## src/rtl/axi4_stream_if.sv

```systemverilog
// AXI4-Stream bundle shared by packet sources and sinks.
// The master drives the payload and tvalid. The slave drives tready.
interface axi4_stream_if #(
  parameter int DATA_WIDTH = 32,
  parameter int USER_WIDTH = 1,
  parameter int DEST_WIDTH = 1,
  parameter int ID_WIDTH   = 1
);
  logic                    tvalid;
  logic                    tready;
  logic [DATA_WIDTH-1:0]   tdata;
  logic [DATA_WIDTH/8-1:0] tstrb;
  logic [DATA_WIDTH/8-1:0] tkeep;
  logic                    tlast;
  logic [USER_WIDTH-1:0]   tuser;
  logic [DEST_WIDTH-1:0]   tdest;
  logic [ID_WIDTH-1:0]     tid;

  modport master (
    output tvalid, tdata, tstrb, tkeep, tlast, tuser, tdest, tid,
    input  tready
  );

  modport slave (
    input  tvalid, tdata, tstrb, tkeep, tlast, tuser, tdest, tid,
    output tready
  );
endinterface

```

## src/rtl/axi4_stream_pkt_gen.sv

```systemverilog
// Bursts of fixed-length AXI4-Stream packets with payload {packet index, word index},
// programmed per burst and never truncated by backpressure or stop.
//
// state   | meaning
// --------+-----------------------------------------------------------
// ST_IDLE | no burst; waits for start_i and latches the burst setup
// ST_SEND | tvalid high; words advance on each handshake
// ST_GAP  | tvalid low for gap_q cycles between packets
module axi4_stream_pkt_gen #(
  parameter int DATA_WIDTH = 32,
  parameter int USER_WIDTH = 1,
  parameter int DEST_WIDTH = 1,
  parameter int ID_WIDTH   = 1,
  parameter int LEN_WIDTH  = 8,
  parameter int GAP_WIDTH  = 8,
  parameter int CNT_WIDTH  = 16
) (
  input  logic                  clk_i,
  input  logic                  rst_i,
  input  logic                  start_i,
  input  logic                  stop_i,
  input  logic [LEN_WIDTH-1:0]  pkt_len_i,
  input  logic [GAP_WIDTH-1:0]  gap_i,
  input  logic [CNT_WIDTH-1:0]  pkt_amount_i,
  input  logic [DEST_WIDTH-1:0] dest_i,
  input  logic [ID_WIDTH-1:0]   id_i,
  output logic                  busy_o,
  output logic                  done_o,
  output logic [CNT_WIDTH-1:0]  pkts_sent_o,
  axi4_stream_if.master         pkt_o
);

  localparam int PW = CNT_WIDTH + LEN_WIDTH;
  localparam int MW = (PW > DATA_WIDTH) ? PW : DATA_WIDTH;

  typedef enum logic [1:0] {
    ST_IDLE = 2'd0,
    ST_SEND = 2'd1,
    ST_GAP  = 2'd2
  } state_t;

  state_t                state_q, state_d;
  logic [LEN_WIDTH-1:0]  len_q;
  logic [GAP_WIDTH-1:0]  gap_q;
  logic [CNT_WIDTH-1:0]  amt_q;
  logic [DEST_WIDTH-1:0] dest_q;
  logic [ID_WIDTH-1:0]   id_q;
  logic [LEN_WIDTH-1:0]  word_idx_q;
  logic [CNT_WIDTH-1:0]  pkt_idx_q;
  logic [GAP_WIDTH-1:0]  gap_cnt_q;
  logic [CNT_WIDTH-1:0]  pkts_sent_q;
  logic                  stop_seen_q;
  logic                  done_q;

  logic                  send;
  logic                  hs;
  logic                  last_word;
  logic                  burst_end;
  logic                  finish;
  logic [CNT_WIDTH-1:0]  pkt_idx_inc;
  logic [MW-1:0]         payload_w;

  assign send        = (state_q == ST_SEND);
  assign hs          = send && pkt_o.tready;
  assign last_word   = (word_idx_q == len_q);
  assign pkt_idx_inc = pkt_idx_q + CNT_WIDTH'(1);

  // A stop arriving on the tlast cycle itself also ends the burst.
  assign burst_end = stop_seen_q || stop_i ||
                     ((amt_q != '0) && (pkt_idx_inc == amt_q));

  always_ff @(posedge clk_i) begin
    if (rst_i) begin
      state_q <= ST_IDLE;
    end else begin
      state_q <= state_d;
    end
  end

  always_comb begin
    state_d = state_q;
    finish  = 1'b0;
    case (state_q)
      ST_IDLE: begin
        if (start_i) begin
          state_d = ST_SEND;
        end
      end
      ST_SEND: begin
        if (hs && last_word) begin
          if (burst_end) begin
            state_d = ST_IDLE;
            finish  = 1'b1;
          end else if (gap_q != '0) begin
            state_d = ST_GAP;
          end
        end
      end
      ST_GAP: begin
        if (stop_i) begin
          state_d = ST_IDLE;
          finish  = 1'b1;
        end else if (gap_cnt_q == GAP_WIDTH'(1)) begin
          state_d = ST_SEND;
        end
      end
      default: begin
        state_d = ST_IDLE;
      end
    endcase
  end

  always_ff @(posedge clk_i) begin
    if (rst_i) begin
      len_q       <= '0;
      gap_q       <= '0;
      amt_q       <= '0;
      dest_q      <= '0;
      id_q        <= '0;
      word_idx_q  <= '0;
      pkt_idx_q   <= '0;
      gap_cnt_q   <= '0;
      pkts_sent_q <= '0;
      stop_seen_q <= 1'b0;
      done_q      <= 1'b0;
    end else begin
      done_q <= finish;
      case (state_q)
        ST_IDLE: begin
          if (start_i) begin
            len_q       <= pkt_len_i;
            gap_q       <= gap_i;
            amt_q       <= pkt_amount_i;
            dest_q      <= dest_i;
            id_q        <= id_i;
            word_idx_q  <= '0;
            pkt_idx_q   <= '0;
            stop_seen_q <= 1'b0;
          end
        end
        ST_SEND: begin
          if (stop_i) begin
            stop_seen_q <= 1'b1;
          end
          if (hs) begin
            if (last_word) begin
              word_idx_q  <= '0;
              pkt_idx_q   <= pkt_idx_inc;
              pkts_sent_q <= pkts_sent_q + CNT_WIDTH'(1);
              gap_cnt_q   <= gap_q;
            end else begin
              word_idx_q <= word_idx_q + LEN_WIDTH'(1);
            end
          end
        end
        ST_GAP: begin
          gap_cnt_q <= gap_cnt_q - GAP_WIDTH'(1);
        end
        default: begin
        end
      endcase
    end
  end

  // Payload is gated by tvalid so everything reads zero outside SEND.
  assign payload_w = MW'({pkt_idx_q, word_idx_q});

  always_comb begin
    pkt_o.tuser    = '0;
    pkt_o.tuser[0] = send && (word_idx_q == '0);
  end

  assign pkt_o.tvalid = send;
  assign pkt_o.tdata  = send ? payload_w[DATA_WIDTH-1:0] : '0;
  assign pkt_o.tstrb  = send ? '1 : '0;
  assign pkt_o.tkeep  = send ? '1 : '0;
  assign pkt_o.tlast  = send && last_word;
  assign pkt_o.tdest  = send ? dest_q : '0;
  assign pkt_o.tid    = send ? id_q : '0;

  assign busy_o      = (state_q != ST_IDLE);
  assign done_o      = done_q;
  assign pkts_sent_o = pkts_sent_q;

endmodule
```

## src/flat_wrapper.sv

```systemverilog
// flat-port wrapper written by rule: the top's interface ports become plain ports
module axi4_stream_pkt_gen_flat 
#(
  parameter int DATA_WIDTH = 32,
  parameter int USER_WIDTH = 1,
  parameter int DEST_WIDTH = 1,
  parameter int ID_WIDTH   = 1,
  parameter int LEN_WIDTH  = 8,
  parameter int GAP_WIDTH  = 8,
  parameter int CNT_WIDTH  = 16
)
  (clk_i, rst_i, start_i, stop_i, pkt_len_i, gap_i, pkt_amount_i, dest_i, id_i, busy_o, done_o, pkts_sent_o, pkt_o_tvalid, pkt_o_tdata, pkt_o_tstrb, pkt_o_tkeep, pkt_o_tlast, pkt_o_tuser, pkt_o_tdest, pkt_o_tid, pkt_o_tready);
  axi4_stream_if #(.DATA_WIDTH(DATA_WIDTH), .USER_WIDTH(USER_WIDTH), .DEST_WIDTH(DEST_WIDTH), .ID_WIDTH(ID_WIDTH)) pkt_o_i ();
  input  logic clk_i;
  input  logic rst_i;
  input  logic start_i;
  input  logic stop_i;
  input  logic [LEN_WIDTH-1:0] pkt_len_i;
  input  logic [GAP_WIDTH-1:0] gap_i;
  input  logic [CNT_WIDTH-1:0] pkt_amount_i;
  input  logic [DEST_WIDTH-1:0] dest_i;
  input  logic [ID_WIDTH-1:0] id_i;
  output logic busy_o;
  output logic done_o;
  output logic [CNT_WIDTH-1:0] pkts_sent_o;
  output wire logic [$bits(pkt_o_i.tvalid)-1:0] pkt_o_tvalid;
  output wire logic [$bits(pkt_o_i.tdata)-1:0] pkt_o_tdata;
  output wire logic [$bits(pkt_o_i.tstrb)-1:0] pkt_o_tstrb;
  output wire logic [$bits(pkt_o_i.tkeep)-1:0] pkt_o_tkeep;
  output wire logic [$bits(pkt_o_i.tlast)-1:0] pkt_o_tlast;
  output wire logic [$bits(pkt_o_i.tuser)-1:0] pkt_o_tuser;
  output wire logic [$bits(pkt_o_i.tdest)-1:0] pkt_o_tdest;
  output wire logic [$bits(pkt_o_i.tid)-1:0] pkt_o_tid;
  input wire logic [$bits(pkt_o_i.tready)-1:0] pkt_o_tready;
  assign pkt_o_tvalid = pkt_o_i.tvalid;
  assign pkt_o_tdata = pkt_o_i.tdata;
  assign pkt_o_tstrb = pkt_o_i.tstrb;
  assign pkt_o_tkeep = pkt_o_i.tkeep;
  assign pkt_o_tlast = pkt_o_i.tlast;
  assign pkt_o_tuser = pkt_o_i.tuser;
  assign pkt_o_tdest = pkt_o_i.tdest;
  assign pkt_o_tid = pkt_o_i.tid;
  assign pkt_o_i.tready = pkt_o_tready;
  axi4_stream_pkt_gen #(.DATA_WIDTH(DATA_WIDTH), .USER_WIDTH(USER_WIDTH), .DEST_WIDTH(DEST_WIDTH), .ID_WIDTH(ID_WIDTH), .LEN_WIDTH(LEN_WIDTH), .GAP_WIDTH(GAP_WIDTH), .CNT_WIDTH(CNT_WIDTH)) u_core (.clk_i(clk_i), .rst_i(rst_i), .start_i(start_i), .stop_i(stop_i), .pkt_len_i(pkt_len_i), .gap_i(gap_i), .pkt_amount_i(pkt_amount_i), .dest_i(dest_i), .id_i(id_i), .busy_o(busy_o), .done_o(done_o), .pkts_sent_o(pkts_sent_o), .pkt_o(pkt_o_i));
endmodule
```

## config.mk

```make
export PLATFORM = sky130hd
export DESIGN_NAME = axi4_stream_pkt_gen_flat
export DESIGN_NICKNAME = d
export VERILOG_FILES = /design/src/rtl/axi4_stream_if.sv /design/src/rtl/axi4_stream_pkt_gen.sv /design/src/flat_wrapper.sv
export SDC_FILE = /design/constraint.sdc
export NUM_CORES = 1
export LEC_CHECK = 0
export CORE_ASPECT_RATIO = 0.8
export CORE_MARGIN = 2
export CORE_UTILIZATION = 45
export CTS_BUF_LIST = sky130_fd_sc_hd__clkbuf_16
export CTS_CLUSTER_SIZE = 14
export DETAILED_ROUTE_END_ITERATION = 10
export GPL_TIMING_DRIVEN = 0
export PLACE_DENSITY = 0.78
export SYNTH_ARGS = -nofsm -noshare
export SYNTH_HDL_FRONTEND = slang
export SYNTH_SLANG_ARGS = --single-unit
```

## constraint.sdc

```tcl
create_clock -name clk_i -period 2.53 [get_ports clk_i]
set_input_delay 0.506 -clock clk_i [delete_from_list [all_inputs] [get_ports clk_i]]
set_output_delay 0.506 -clock clk_i [all_outputs]
set_load 0.03 [all_outputs]
```

==> flow_summary.yaml, run 1 <==
pwr:
  p_total_uw: 4657
  powerDensity_nw_per_um2: 729.1
  ir_drop_mv: 0.5209
  power.leakage_uw: 0.002504
sta:
  slew_headroom: 0.6367
  max_freq_mhz: 409.1
  slew_violations: 0
  worst_slew_pin_slew_ps: 545.0
  setup_viol: 0
  timing.final.crit_period_ps: 2444
  worst_hold_slack_ps: 450.0
  skew_ps: 7.118
  finalHoldViolCount: 0
  min_period_over_period: 0.9661
  fin_setup_tns_ps: 0
global_route:
  grt_pass1_wl_um: 21190
  grt_max_degree: 14
  grt.total_usage: 0.2304
  grt_pass1_vias: 4387
  grt_antenna_before_repair: 0
  overflow: 0
yosys:
  avgSynthCellArea_sq_um: 7.778
  synth-edff-count: 0
  ys_seq_elements: 86
  yosys_warnings: 0
  synth-main-ff-cell: "dfxtp_1"
  synthArstFlopShare: 0
  synth.cell_area_sq_um: 4776
  synth_cell_types: 62
  synth_area_leaders: "dfxtp_1 36%, nand2_1 8.6%, a21oi_1 6.3%, xor2_1 5.1%, xnor2_1 4.8%"
  yosysTopAreaCell: "dfxtp_1"
  yosysSeqAreaShare: 0.3605
  synth_top_cell_area_share: 0.3605
  synth_cells: 614
drt:
  post-route-drc-count: 0
  drtIter0Drc: 309
  avgRoutedWirePerCell_um: 14.89
  route.antenna.remaining_nets: 0
  vias_per_cell: 5.301
  vias: 4638
  first_pass_iters: 5
  drt-total-wl_um: 13030
place:
  place_hpwl_um: 9710
  gp_congestion: 0.8870
  io_buffer_count: 92
  placed_area_sq_um: 5898
  post-place-cells: 853
clock_tree:
  cts_tree: "yes"
  cts_buffer_depth: 2
  clk_latency_ps: 340
  clkTransAtPathRegs_ps: 60
  numCtsBuffers: 9
  root_buffer: "clkbuf_16"
  cts.htree.levels: 3
  cts.sinks: 86
layout:
  final_cell_mix: "109 x nand2_1, 81 x dfxtp_1, 63 x clkdlybuf4s50_1"
  final_cell_area_sq_um: 6387
  layout_commonest_cell: "nand2_1"
  num_antenna_cells: 0
  final_layout_size_suffix_gt1_frac: 0.1497
  area_delta_synth_final_pct: 33.74
  nets: 779
  final_cells: 875
critical_path:
  r2r_cells: 10
  cp.arrival_ps: 2670
  crit_type: "reg -> reg"
  end_kind: "flip-flop"
  critPathMaxFanout: 10
  critPathLaunchType: "flip-flop"
  cp.required_ps: 2760
worst_hold_path:
  worst_hold_path.num_cells: 2
  hold_class: "reg -> reg"
run_status:
  status: "completed"
floorplanning:
  dieWidth_um: 119.2
  start_util: 0.4645
  die_area_sq_um: 11460
  die_y_um: 96.14
  num_io_pins: 102
  core.rowCount: 33
  core_sq_um: 10280
job:
  cap_violations: 0
[synthesized netlist by cell type, types with 6 or more instances]
library cell	count
nor2_1	59
and3_1	7
xor2_1	28
nor4_1	10
ha_1	10
nor3_1	10
inv_1	15
xnor2_1	26
or3_1	7
nand4_1	13
a21oi_1	60
buf_2	6
buf_4	19
and2_1	23
nand2_1	110
clkbuf_1	23
nand3_1	13
a211oi_1	8
dfxtp_1	86
o21ai_0	21
[through the flow]
step                utilization  setup slack (ps)
finish                   0.6213             85.75
CTS                      0.6079            -20.68
floorplan                     -             138.9
detailed placement       0.5737            -477.5
global route             0.6213            -32.37
global placement         0.5737            -472.5
[report_power, final]
group	leakage, uW	switching [uW]	total, uW	internal [uW]
sequential	0.000702	151	1660	1510
clock	0.000143	510	1260	749
combinational	0.00166	1030	1740	707
total	0.00250	1690	4660	2960
[state kept, by name (all words and copies together) (netlist names)]
register	flops
u_core.amt_q	16
u_core.pkts_sent_o	16
u_core.state_q	2
u_core.gap_q	8
u_core.stop_seen_q	1
u_core.pkt_idx_q	16
u_core.gap_cnt_q	8
u_core.dest_q	1
u_core.done_o	1
u_core.word_idx_q	8
u_core.id_q	1
u_core.len_q	8
[path summary, 6_finish.rpt]
| check | start | slack, ps | end |
|---|---|---|---|
| setup / recovery | u_core.pkt_idx_q[7]$_SDFFE_PP0P_ | 90 | u_core.state_q[0]$_SDFFE_PP0P_ |
| hold / removal | u_core.id_q$_SDFFE_PP0P_ | 450 | u_core.id_q$_SDFFE_PP0P_ |
| setup reg to reg | u_core.pkt_idx_q[7]$_SDFFE_PP0P_ | 90 | u_core.state_q[0]$_SDFFE_PP0P_ |
| hold reg to reg | u_core.id_q$_SDFFE_PP0P_ | 450 | u_core.id_q$_SDFFE_PP0P_ |
[cell families (layout without fill, tap and decap cells)]
group | after synthesis | in the layout | share of synthesized area
multiplexers | 2 | 2 | 0.005239
adder cells (fa/ha/maj) | 10 | 10 | 0.02620
AND/OR/NAND/NOR | 287 | 287 | 0.3018
buffers and inverters | 66 | 180 | 0.07100
other | 1 | 8 | 0.0007852
AO/OA/AOI/OAI | 108 | 108 | 0.1354
XOR/XNOR | 54 | 54 | 0.09903
flip-flops | 86 | 86 | 0.3605
[metal layers]
metal	global-route usage	wire, um	vias to the layer above
met1	0.2986	5961	2161
li1	-	-	2296
met5	0	0	-
met3	0.04976	793	23
met4	0.06944	197	0
met2	0.3884	6078	158
[worst max-delay path, cell delays in order, from the launching register on]
cell,delay [ps]
dfxtp_1,310
buf_4,160
nand4_1,110
buf_4,190
nor4_4,350
xnor2_1,200
nor2_1,70
o2111a_1,160
a211oi_4,310
a31oi_2,150
mux2_4,310
[cell type report]
type	instances	area, sq um
plain buffers	47	295.3
multi-input cells	469	2863
clock buffers	9	225.2
repair buffers	102	983.4
well taps	140	175.2
inverters	15	60.06
flip-flops and latches	86	1728
clock inverters	7	57.56
fillers	869	3894
[timing repair]
action                     4_1_cts  5_1_grt
setup endpoints to repair       54       36
buffers inserted                 3        7
cloned                           0        0
hold buffers                     0        0
pin swaps                        1        6
gates resized for setup         96       31
(Power assumes the default switching activity.)
==> inputs of run 2 (changes only) <==
- CTS_BUF_LIST: sky130_fd_sc_hd__clkbuf_16 -> default
- TNS_END_PERCENT: default -> 1
==> run 2 against run 1 <==
Compared with the run above: the run now ends with setup timing left; utilization down 1.0 points; worst hold slack about the same; non-clock buffer count down 4; flip-flop and latch count unchanged; total power up 0.54%; die area unchanged; cell area down 1.7%; critical path type unchanged; largest power group unchanged; highest routed layer unchanged.
==> flow_summary.yaml, run 2 (synthesis gave the netlist of run 1 again) <==
run_status:
  status: "finished, violations left"
  violations: "setup timing"
sta:
  min_period_over_period: 1.004
  slew_violations: 0
  fin_setup_tns_ps: -11.32
  finalHoldViolCount: 0
  rsz0062_at_grt: "true"
  worst_slew_pin_slew_ps: 547.8
  worst_hold_slack_ps: 450.4
  timing.final.crit_period_ps: 2541
  setup_slack_ps: -11.32
  setup_viol: 1
  skew_ps: 7.511
  max_freq_mhz: 393.5
  slew_headroom: 0.6348
critical_path:
  critPathLaunchType: "flip-flop"
  rrSetupSlack_ps: -10
  critPathMaxFanout: 9
  path_cells: "ha_4 > nand3_1 > xnor2_1 > nand3_1 > nor4_1 > o2111a_1 > a211oi_4 > a2111oi_1"
  crit_type: "reg -> reg"
  cp.arrival_ps: 2710
  cp-startpoint: "u_core.pkt_idx_q[1]$_SDFFE_PP0P_"
  critPathTopFamily: "compound AO/OA/AOI/OAI gates"
  crit_top_cell: "nand3_1"
  critPathMaxStageDelay_ps: 540
  r2r_cells: 8
  crit_buf_inv: 0
  cp_slowest_cell: "a2111oi_1"
  cp.required_ps: 2700
  reg2reg_to: "u_core.done_o$_SDFF_PP0_"
  r2r-start: "u_core.pkt_idx_q[1]$_SDFFE_PP0P_"
  end_kind: "flip-flop"
clock_tree:
  clk_latency_ps: 340
  clkTransAtPathRegs_ps: 60
  holdBufCountCts: 0
  root_buffer: "clkbuf_16"
  cts.htree.levels: 3
  cts_tree: "yes"
  cts.sinks: 86
  numCtsBuffers: 9
  cts_buffer_depth: 2
floorplanning:
  die_area_sq_um: 11460
  core_sq_um: 10280
  core.rowCount: 33
  start_util: 0.4645
  die_y_um: 96.14
  dieWidth_um: 119.2
  num_io_pins: 102
drt:
  vias: 4659
  first_pass_iters: 5
  avgRoutedWirePerCell_um: 14.75
  drt-total-wl_um: 12850
  vias_per_cell: 5.349
  post-route-drc-count: 0
  route.antenna.remaining_nets: 0
  drtIter0Drc: 336
layout:
  final_cell_area_sq_um: 6280
  final_cell_mix: "110 x nand2_1, 85 x dfxtp_1, 63 x clkdlybuf4s50_1"
  final_layout_size_suffix_gt1_frac: 0.1190
  utilization: 0.6108
  num_antenna_cells: 0
  nets: 775
  layout_commonest_cell: "nand2_1"
  area_delta_synth_final_pct: 31.49
global_route:
  grt_pass1_wl_um: 21070
  grt_pass1_vias: 4370
  grt.total_usage: 0.2294
  overflow: 0
  grt_max_degree: 14
  grt_antenna_before_repair: 0
pwr:
  power.leakage_uw: 0.002489
  ir_drop_mv: 0.5234
  powerDensity_nw_per_um2: 745.5
place:
  dp_slack_ps: -477.5
  placed_area_sq_um: 5898
  gp_congestion: 0.8870
  io_buffer_count: 92
  place_hpwl_um: 9710
job:
  cap_violations: 0
worst_hold_path:
  timing.hold.worst_endpoint: "u_core.id_q$_SDFFE_PP0P_"
  hold_class: "reg -> reg"
  min_from: "u_core.id_q$_SDFFE_PP0P_"
  worst_hold_path.num_cells: 2
run 2: changes by cell type in the layout (fill, tap and decap cells not counted), sizes merged:
cell / change
buf: -7
clkbuf: +6
clkdlybuf4s15: -15
clkinv: -2
dlygate4sd2: +16
inv: -2
run 2: metrics by stage:
stage / total power (uW) / instances
final: 4682 / 871
after global routing: 4931 / 871
after CTS: 4650 / 869
after detailed placement: 3265 / 853
after global placement: 3213 / 853
after floorplan: 2746 / 621
run 2: what timing repair did:
| item | 4_1_cts | 5_1_grt |
|---|---|---|
| pin swaps | 1 | 1 |
| setup endpoints to repair | 54 | 51 |
| buffers inserted | 2 | 2 |
| gates resized for setup | 52 | 25 |
run 2: worst max path at each step:
stage | cells after the start | slack (ps) | end
finish | 8 | -10 | u_core.done_o$_SDFF_PP0_
global route | 9 | -150 | u_core.state_q[0]$_SDFFE_PP0P_
CTS | 7 | -170 | pkt_o_tuser
detailed placement | 7 | -480 | pkt_o_tuser
global placement | 7 | -470 | pkt_o_tuser
floorplan | 6 | 140 | pkt_o_tuser
run 2: area by class of cell:
cell class	instances	area (sq um)
fill	901	4001
multi-input combinational	469	2821
sequential	86	1723
timing repair buffer	96	909.6
buffer	49	287.8
clock buffer	13	260.3
tap	140	175.2
inverter	15	60.06
clock inverter	3	42.54
run 2: power breakdown:
part	switching, uW	internal, uW
sequential	148	1510
combinational	1020	683
clock	507	817
total	1680	3010
run 2: metal layers:
metal	part of all wire	vias up	track usage
met2	0.46	173	0.3851
met3	0.069	27	0.05213
met5	0	-	0
li1	-	2297	-
met1	0.46	2162	0.2961
met4	0.017	0	0.07143
run 2: worst register-to-register path: stages (launching register included):
cell and delay (ps):
dfxtp_1 510, ha_4 270, nand3_1 150, xnor2_1 190
nand3_1 90, nor4_1 230, o2111a_1 310, a211oi_4 90
a2111oi_1 540
